==> config.mk <==
export PLATFORM = sky130hd
export DESIGN_NAME = led_scanner
export DESIGN_NICKNAME = d
export VERILOG_FILES = /design/src/rtl/led_pkg.sv /design/src/rtl/led_scan_counters.sv /design/src/rtl/led_scanner.sv
export SDC_FILE = /design/constraint.sdc
export NUM_CORES = 1
export LEC_CHECK = 0
export BUFFER_PORTS_ARGS = -buffer_cell sky130_fd_sc_hd__buf_2
export CORE_MARGIN = 2
export CORE_UTILIZATION = 54
export DETAILED_ROUTE_END_ITERATION = 8
export MAX_ROUTING_LAYER = met4
export PLACE_DENSITY = 0.79
export RECOVER_POWER = 50
export SYNTH_ARGS = -nofsm -noshare
export SYNTH_HDL_FRONTEND = slang
export SYNTH_HIERARCHICAL = 1
export SYNTH_SLANG_ARGS = --single-unit
==> constraint.sdc <==
create_clock -name clk -period 2.71 [get_ports clk]
set_input_delay 0.542 -clock clk [delete_from_list [all_inputs] [get_ports clk]]
set_output_delay 0.542 -clock clk [all_outputs]
set_load 0.05 [all_outputs]
==> src/rtl/led_pkg.sv <==
// led_pkg: shared constants, scanner state type and
// LED_PANEL pin packing for the HUB75 scanner.
package led_pkg;

  localparam int PANEL_COLS      = 64;
  localparam int PANEL_HALF_ROWS = 32;
  localparam int SUBFRAMES       = 256;
  localparam int FRAME_W         = 13;

  typedef enum logic [2:0] {
    S_SHIFT = 3'd0,
    S_DRAIN = 3'd1,
    S_BLANK = 3'd2,
    S_LATCH = 3'd3,
    S_HOLD  = 3'd4
  } scan_state_t;

  // Bit positions inside the 16-bit LED_PANEL bus.
  localparam int LP_W   = 16;
  localparam int LP_R0  = 0;
  localparam int LP_R1  = 3;
  localparam int LP_A   = 6;
  localparam int LP_CLK = 11;
  localparam int LP_LAT = 12;
  localparam int LP_OE  = 13;

  function automatic logic [LP_W-1:0] led_pack(
    input logic [2:0] rgb0,
    input logic [2:0] rgb1,
    input logic [4:0] addr,
    input logic       clk,
    input logic       lat,
    input logic       oe_n
  );
    logic [LP_W-1:0] v;
    v              = '0;
    v[LP_R0 +: 3]  = rgb0;
    v[LP_R1 +: 3]  = rgb1;
    v[LP_A +: 5]   = addr;
    v[LP_CLK]      = clk;
    v[LP_LAT]      = lat;
    v[LP_OE]       = oe_n;
    return v;
  endfunction

endpackage

==> src/rtl/led_scan_counters.sv <==
// led_scan_counters: row -> subframe -> frame divider
// -> frame cascade, stepped once per latched row.
module led_scan_counters
  import led_pkg::*;
#(
  parameter int FRAME_DIV = 1
) (
  input  logic               clk,
  input  logic               resetn,
  input  logic               i_advance,
  output logic [4:0]         o_row,
  output logic [7:0]         o_subframe,
  output logic [FRAME_W-1:0] o_frame,
  output logic               o_row_wrap,
  output logic               o_sub_wrap
);

  localparam int DIV_W =
    (FRAME_DIV > 1) ? $clog2(FRAME_DIV) : 1;
  localparam logic [DIV_W-1:0] DIV_LAST =
    DIV_W'(FRAME_DIV - 1);

  logic [4:0]         r_row;
  logic [7:0]         r_sub;
  logic [DIV_W-1:0]   r_div;
  logic [FRAME_W-1:0] r_frame;

  logic w_row_wrap;
  logic w_sub_wrap;
  logic w_div_wrap;

  assign w_row_wrap = i_advance &&
    (r_row == 5'(PANEL_HALF_ROWS - 1));
  assign w_sub_wrap = w_row_wrap &&
    (r_sub == 8'(SUBFRAMES - 1));
  assign w_div_wrap = w_sub_wrap &&
    (r_div == DIV_LAST);

  // Ripple the cascade; each level steps on the wrap below it.
  always_ff @(posedge clk) begin
    if (!resetn) begin
      r_row   <= '0;
      r_sub   <= '0;
      r_div   <= '0;
      r_frame <= '0;
    end else begin
      if (i_advance)
        r_row <= r_row + 5'd1;
      if (w_row_wrap)
        r_sub <= r_sub + 8'd1;
      if (w_sub_wrap)
        r_div <= w_div_wrap ? '0 : r_div + 1'b1;
      if (w_div_wrap)
        r_frame <= r_frame + 1'b1;
    end
  end

  assign o_row      = r_row;
  assign o_subframe = r_sub;
  assign o_frame    = r_frame;
  assign o_row_wrap = w_row_wrap;
  assign o_sub_wrap = w_sub_wrap;

endmodule

==> src/rtl/led_scanner.sv <==
// led_scanner: queries the painter pixel by pixel and
// serialises row pairs onto a 64x64 1/32-scan HUB75 panel.
module led_scanner
  import led_pkg::*;
#(
  parameter int HOLD_CYCLES = 0,
  parameter int FRAME_DIV   = 1
) (
  input  logic        clk,
  input  logic        resetn,
  output logic [12:0] frame,
  output logic [7:0]  subframe,
  output logic [5:0]  x,
  output logic [5:0]  y,
  input  logic [2:0]  rgb,
  output logic [2:0]  led_rgb0,
  output logic [2:0]  led_rgb1,
  output logic [4:0]  led_addr,
  output logic        led_clk,
  output logic        led_lat,
  output logic        led_oe_n
);

  localparam int HW =
    (HOLD_CYCLES > 1) ? $clog2(HOLD_CYCLES) : 1;
  localparam logic [HW-1:0] HOLD_LAST =
    HW'((HOLD_CYCLES > 0) ? HOLD_CYCLES - 1 : 0);

  scan_state_t r_state;
  scan_state_t w_next;

  logic [5:0]    r_col;
  logic          r_phase;
  logic          r_drain;
  logic [HW-1:0] r_hold;
  logic [2:0]    r_top_q;
  logic [2:0]    r_rgb0;
  logic [2:0]    r_rgb1;
  logic [4:0]    r_addr;
  logic          r_clk;
  logic          r_lat;
  logic          r_oe_n;
  logic          r_armed;

  logic [4:0] w_row;
  logic       w_advance;
  logic       w_last;
  logic       w_blank_next;
  logic       w_row_wrap;
  logic       w_sub_wrap;
  logic       w_unused;

  assign w_advance = (r_state == S_LATCH);
  assign w_last    = r_phase &&
    (r_col == 6'(PANEL_COLS - 1));
  assign w_blank_next =
    (w_next == S_BLANK) || (w_next == S_LATCH);
  assign w_unused  = ^{w_row_wrap, w_sub_wrap};

  led_scan_counters #(
    .FRAME_DIV (FRAME_DIV)
  ) u_cnt (
    .clk        (clk),
    .resetn     (resetn),
    .i_advance  (w_advance),
    .o_row      (w_row),
    .o_subframe (subframe),
    .o_frame    (frame),
    .o_row_wrap (w_row_wrap),
    .o_sub_wrap (w_sub_wrap)
  );

  // Scan state register.
  always_ff @(posedge clk) begin
    if (!resetn)
      r_state <= S_SHIFT;
    else
      r_state <= w_next;
  end

  // Row sequencing: shift, drain, blank, latch, hold.
  always_comb begin
    w_next = r_state;
    unique case (r_state)
      S_SHIFT: if (w_last) w_next = S_DRAIN;
      S_DRAIN: if (r_drain) w_next = S_BLANK;
      S_BLANK: w_next = S_LATCH;
      S_LATCH:
        w_next = (HOLD_CYCLES == 0) ? S_SHIFT : S_HOLD;
      S_HOLD:
        if (r_hold == HOLD_LAST) w_next = S_SHIFT;
      default: w_next = S_SHIFT;
    endcase
  end

  // Pixel pair capture and registered panel strobes.
  always_ff @(posedge clk) begin
    if (!resetn) begin
      r_col   <= '0;
      r_phase <= 1'b0;
      r_drain <= 1'b0;
      r_hold  <= '0;
      r_top_q <= '0;
      r_rgb0  <= '0;
      r_rgb1  <= '0;
      r_addr  <= '0;
      r_clk   <= 1'b0;
      r_lat   <= 1'b0;
      r_oe_n  <= 1'b1;
      r_armed <= 1'b0;
    end else begin
      unique case (r_state)
        S_SHIFT: begin
          if (!r_phase) begin
            r_top_q <= rgb;
            r_phase <= 1'b1;
          end else begin
            r_rgb0 <= r_top_q;
            r_rgb1 <= rgb;
            if (!w_last) begin
              r_phase <= 1'b0;
              r_col   <= r_col + 6'd1;
            end
          end
        end
        S_DRAIN: r_drain <= ~r_drain;
        S_LATCH: begin
          r_col   <= '0;
          r_phase <= 1'b0;
          r_armed <= 1'b1;
        end
        S_HOLD:
          r_hold <= (w_next == S_SHIFT) ?
            '0 : r_hold + 1'b1;
        default: ;
      endcase
      // Rising edge one cycle after each data update.
      r_clk <=
        ((r_state == S_SHIFT) && !r_phase &&
         (r_col != 6'd0)) ||
        ((r_state == S_DRAIN) && !r_drain);
      r_lat <= (w_next == S_LATCH);
      if (w_next == S_LATCH)
        r_addr <= w_row;
      // Dark until the first row has been latched.
      r_oe_n <= w_blank_next ||
        !(r_armed || (r_state == S_LATCH));
    end
  end

  assign x        = r_col;
  assign y        = {r_phase, w_row};
  assign led_rgb0 = r_rgb0;
  assign led_rgb1 = r_rgb1;
  assign led_addr = r_addr;
  assign led_clk  = r_clk;
  assign led_lat  = r_lat;
  assign led_oe_n = r_oe_n;

endmodule

### After elaboration in Yosys (flattened, before gate mapping)

Index checks and enable logic that the tools add are counted.

| word-level totals | value |
|---|---|
| input port bits | 5 |
| output and inout port bits | 47 |
| logic and storage cells | 70 |
| register bits | 57 |

| cells by class | value |
|---|---|
| reduce and logical (&&, ||, !) cells | 21 |
| add/subtract/negate cells | 6 |
| bitwise logic cells | 3 |
| muxes and demuxes | 12 |
| equal/unequal tests | 11 |

Operator list:

| operator | count |
|---|---|
| $add 13x1->13 const B | 1 |
| $eq 3x2->1 const B | 4 |
| $mux 6 | 2 |
| $pmux 3 s4 | 1 |
| $pmux 6 s2 | 1 |
| $mux 3 | 3 |
| $add 8x1->8 const B | 1 |
| $eq 8x8->1 const B | 1 |
| $logic_and 1x1->1 | 7 |
| $add 6x1->6 const B | 1 |
| $eq 6x6->1 const B | 1 |
| $logic_not 3->1 | 2 |
| $reduce_bool 6->1 | 1 |
| $add 5x1->5 const B | 1 |
| $eq 5x5->1 const B | 1 |
| $logic_or 1x1->1 | 4 |
| $mux 1 | 4 |
| $ne 2x2->1 const B | 2 |
| $reduce_and 2->1 | 2 |
| $eq 3x1->1 const B | 1 |
| $eq 3x3->1 const B | 1 |
| $logic_not 1->1 | 3 |
| $not 1->1 | 3 |
| $reduce_and 3->1 | 1 |
| other kinds (3) | 4 |

### Longest topological paths before layout

| depth | value |
|---|---|
| word-level depth | 7 |
| depth in mapped cells | 9 |
| gate-level depth less buffers | 8 |

### Cells and area by module

Netlist, hierarchy kept.

By module, submodules not included:

| module | instances | seq. area each (um^2) | cells each | area an instance (um^2) |
|---|---|---|---|---|
| led_scanner | 1 | 600.6 | 129 | 1287.5 |
| led_scan_counters | 1 | 540.5 | 137 | 1221.2 |

### Least setup slack after synthesis

No wires, ideal clock.

| path | value |
|---|---|
| path kind | register to register |
| start | register u_cnt.r_row[0], in the netlist u_cnt/o_row[0] |
| end | register u_cnt.r_frame[11], in the netlist u_cnt/o_frame[11] |
| cell stages (with the launch flop) | 9 |
| data arrival time | 2.232 ns |
| buffers on the path | 1 |
| clock period less this slack | 2.302 ns |
| slack | 0.408 ns |
| library setup time | 0.070 ns |
| required time | 2.640 ns |
| cells stage by stage | dfxtp_1 > ha_1 > and3_1 > ha_1 > and4_1 > buf_4 > nand4_4 > or4_1 > a21oi_1 |

| between the ends | value |
|---|---|
| longest elaborated chain between the ends | 4 |

Ends and longest elaborated chain:

| item | RTL line | RTL |
|---|---|---|
| start: declaration | led_scan_counters.sv:23 | `logic [4:0] r_row;` |
| start signal: assignment | led_scan_counters.sv:48 | `r_row <= r_row + 5'd1;` |
| $eq 5x5->1 | led_scan_counters.sv:33 | `(r_row == 5'(PANEL_HALF_ROWS - 1));` |
| $logic_and 1x1->1 | led_scan_counters.sv:32 | `assign w_row_wrap = i_advance &&` |
| $logic_and 1x1->1 | led_scan_counters.sv:34 | `assign w_sub_wrap = w_row_wrap &&` |
| $logic_and 1x1->1 | led_scan_counters.sv:36 | `assign w_div_wrap = w_sub_wrap &&` |
| end signal: assignment | led_scan_counters.sv:54 | `r_frame <= r_frame + 1'b1;` |
| end: declaration | led_scan_counters.sv:26 | `logic [FRAME_W-1:0] r_frame;` |

No other way between the ends.
A chain may end at the register's enable or synchronous reset.

### Final worst setup path

| path | value |
|---|---|
| start | register r_state[1] |
| end | register u_cnt.r_sub[7], in the netlist u_cnt/o_subframe[7] |

| between the ends | value |
|---|---|
| longest elaborated chain between the ends | 2 |

Ends and longest elaborated chain:

| item | RTL line | RTL |
|---|---|---|
| start: declaration | led_scanner.sv:29 | `scan_state_t r_state;` |
| start signal: assignment | led_scanner.sv:78 | `r_state <= w_next;` |
| $eq 3x2->1 | led_scanner.sv:53 | `assign w_advance = (r_state == S_LATCH);` |
| named net w_advance | led_scanner.sv:46 | `logic w_advance;` |
| $logic_and 1x1->1 | led_scan_counters.sv:32 |  |
| end signal: assignment | led_scan_counters.sv:50 | `r_sub <= r_sub + 8'd1;` |
| end: declaration | led_scan_counters.sv:24 | `logic [7:0] r_sub;` |

The timed path passes the listed nets, and every way through them passes these cells.

==> impl_metrics.tcl <==
set metrics [dict create \
    n_antenna_cell 0 \
    yosysSeqAreaShare_pct 45.5 \
    cts_buffer_depth 2 \
    grt_overflow 0 \
    ys_types 46 \
    hpwl_um 3330 \
    crit_chain "nand3b_1, inv_1, clkbuf_1, nand2_1, nor3_1, xnor2_1, nor2_1" \
    synthToLayoutAreaGrowth_pct 19.2 \
    dr.pass1.iters 5 \
    drc 0 \
    clock_skew_ns 0.00832 \
    ios 52 \
    placed_area_sq_mm 0.00277 \
    syn_avg_cell_area_sq_um 9.43 \
    initial_core_util_pct 56.8 \
    crit_path_max_incr_delay_ns 0.52 \
    ys.flop_type "dfxtp_1" \
    postLayoutCellArea_sq_mm 0.00299 \
    drtIter0Drc 105 \
    rows 24 \
    clk_latency_ns 0.33 \
    yosys.area_share.xor_xnor_pct 3.84 \
    place_congestion 0.805 \
    rsz0062_at_grt "false" \
    p_leak_nw 1.18 \
    ir_drop_uv 411 \
    cts_setup_buffers 0 \
    critPathLaunchType "flip-flop" \
    nets 329 \
    yosys_warnings 6 \
    synth-adder-area-share_pct 2.99 \
    finalCritPeriodShare_pct 80.4 \
    tightest_slew_ns 1.20 \
    grt_pass1_wl_um 8580 \
    cp_slowest_cell "dfxtp_1" \
    slew_headroom_pct 20.0 \
    htree_levels 3 \
    p_total_mw 1.98 \
    drt-total-wl_um 4990 \
    grt_max_degree 34 \
    clkTransAtPathRegs_ns 0.06 \
    cp_max_fo 9 \
    track_usage_pct 21.7 \
    fmax_mhz 459 \
    cts_resized 0 \
    worstSetupPathType "flip-flop to flip-flop" \
    hold_viol 0 \
    cts_tree "done" \
    required_ns 2.90 \
    drive_above_1_share_pct 14.9 \
    synth-edff-count 0 \
    die-height_um 72.2 \
    numClockSinks 57 \
    dieArea_sq_mm 0.00521 \
    holdCritPathClass "flip-flop to flip-flop" \
    placed_cells 359 \
    antenna_found_initial 0 \
    setup_viol 0 \
    setup_slack_ns 0.530 \
    synth-compound-area-share_pct 11.5 \
    post-place-ws_ns 0.571 \
    ant_nets 0 \
    num_vias 2060 \
    die_width_um 72.2 \
    drv_slew 0 \
    grt_pass1_vias 1944 \
    via_per_inst 5.49 \
    muxShareOfSynthArea_pct 5.19 \
    ys_async_sr_fraction_pct 0 \
    cp-end-kind "flip-flop" \
    cp.arrival_ns 2.37 \
    pwr_density_cell_mw_per_mm2 661 \
    fin_crit_ns 2.18 \
    numCtsBuffers 9 \
    synth_simple_gate_area_share_pct 26.2 \
    cap_violations 0 \
    syn_inst 266 \
    status "finished, final reports clean" \
    synth.net_count 277 \
    setup_tns_ns 0 \
    root_buffer "clkbuf_8" \
    cts_hold_buf 0 \
    synth_top_family_by_area "simple AND/OR/NAND/NOR gates" \
    path_buf_inv 2 \
    post_drt_wl_per_cell_um 13.3 \
    final_cells 375 \
    ys_ff_latch 57 \
    syn_area_sq_mm 0.00251 \
    port-buffer-count 51 \
    worst_path_dominant_cell_family "simple AND/OR/NAND/NOR gates" \
    core_sq_mm 0.00441 \
]
metrics by stage:
stage,utilization [%],hold slack [ns]
final,67.7,0.438
after global routing,67.7,0.461
after CTS,68.7,0.441
after detailed placement,62.8,0.432
after global placement,62.8,0.415
after floorplan,-,0.408
flip-flops by register name, summed over array words and instances (netlist names), 3 cells and up:
name              cells
x                     6
u_cnt/o_frame        13
r_top_q               3
u_cnt/o_subframe      8
r_state               3
led_rgb1              3
led_addr              5
led_rgb0              3
u_cnt/o_row           5
area by class of cell:
type | count | area [sq um]
tap | 52 | 65.1
inverter | 10 | 37.5
multi-input combinational | 186 | 1250
fill | 366 | 1420
clock buffer | 12 | 165
clock inverter | 4 | 97.6
sequential | 57 | 1140
timing repair buffer | 54 | 235
cells in the final DEF, fill, tap and decap left out, drive strengths merged, types with 9 or more instances in the layout:
master  Yosys  layout
o21ai      12      12
nand3       9       9
a21oi      17      17
nor2       16      16
mux2i      13      13
or3         9       9
clkbuf      5      42
nor2b      11      11
buf         8      24
nand2      27      27
dfxtp      57      57
inv        10      10
path summary, 6_finish.rpt:
path              startpoint             endpoint  slack [ns]  depth (start not counted)
setup / recovery  r_state[1]  u_cnt/o_subframe[7]        0.53                          7
hold / removal        r_hold               r_hold        0.44                          2
setup reg to reg  r_state[1]  u_cnt/o_subframe[7]        0.53                          7
hold reg to reg       r_hold               r_hold        0.44                          2
worst reg2reg max path: cells and delay by family (launching register included):
kind / cells / cell delay, ns
XOR/XNOR: 1 / 0.15
buffers and inverters: 2 / 0.52
flip-flops: 1 / 0.52
AND/OR/NAND/NOR: 4 / 0.86
where the power goes:
part	switching (mW)	internal (mW)
clock network	0.334	0.686
registers	0.00940	0.850
logic	0.0700	0.0281
synth_stat cells, types with 2 or more instances:
| library cell | count | area share [%] |
|---|---|---|
| nand3_1 | 9 | 1.8 |
| o21ai_0 | 11 | 2.2 |
| nand2_1 | 27 | 4.0 |
| buf_6 | 2 | 0.90 |
| xnor2_1 | 6 | 2.1 |
| or3_1 | 9 | 2.2 |
| xor2_1 | 5 | 1.7 |
| buf_4 | 4 | 1.2 |
| nand4_1 | 5 | 1.2 |
| nor4_1 | 3 | 0.75 |
| buf_2 | 2 | 0.40 |
| nor2_1 | 16 | 2.4 |
| and4_1 | 4 | 1.4 |
| a21oi_1 | 16 | 3.2 |
| inv_1 | 10 | 1.5 |
| o21a_1 | 4 | 1.2 |
| dfxtp_1 | 57 | 45 |
| nor3_1 | 4 | 0.80 |
| and3_1 | 4 | 1.0 |
| mux2i_1 | 13 | 5.2 |
| nor3b_1 | 3 | 0.90 |
| a21boi_0 | 7 | 2.1 |
| and4b_1 | 2 | 0.80 |
| nor2b_1 | 11 | 2.7 |
| a311oi_1 | 2 | 0.70 |
| ha_1 | 6 | 3.0 |
| clkbuf_1 | 5 | 0.75 |
cell families after synthesis:
logic type | after synthesis
and+or+nand+nor | 110
DFF | 57
AOI/OAI and AO/OA | 46
buffers and inverters | 23
muxes | 13
xor gates and xnor gates | 11
adders and majority gates | 6
metal layers:
layer  GRT usage [%]  up-vias  share of wire, %
met5               -        -                 0
met4            10.3        0               1.7
met3            5.56        8               4.7
met2            33.8       48                48
met1            26.2      961                46
li1                -     1043                 -
Note: power is estimated with default switching activity, not from simulation.
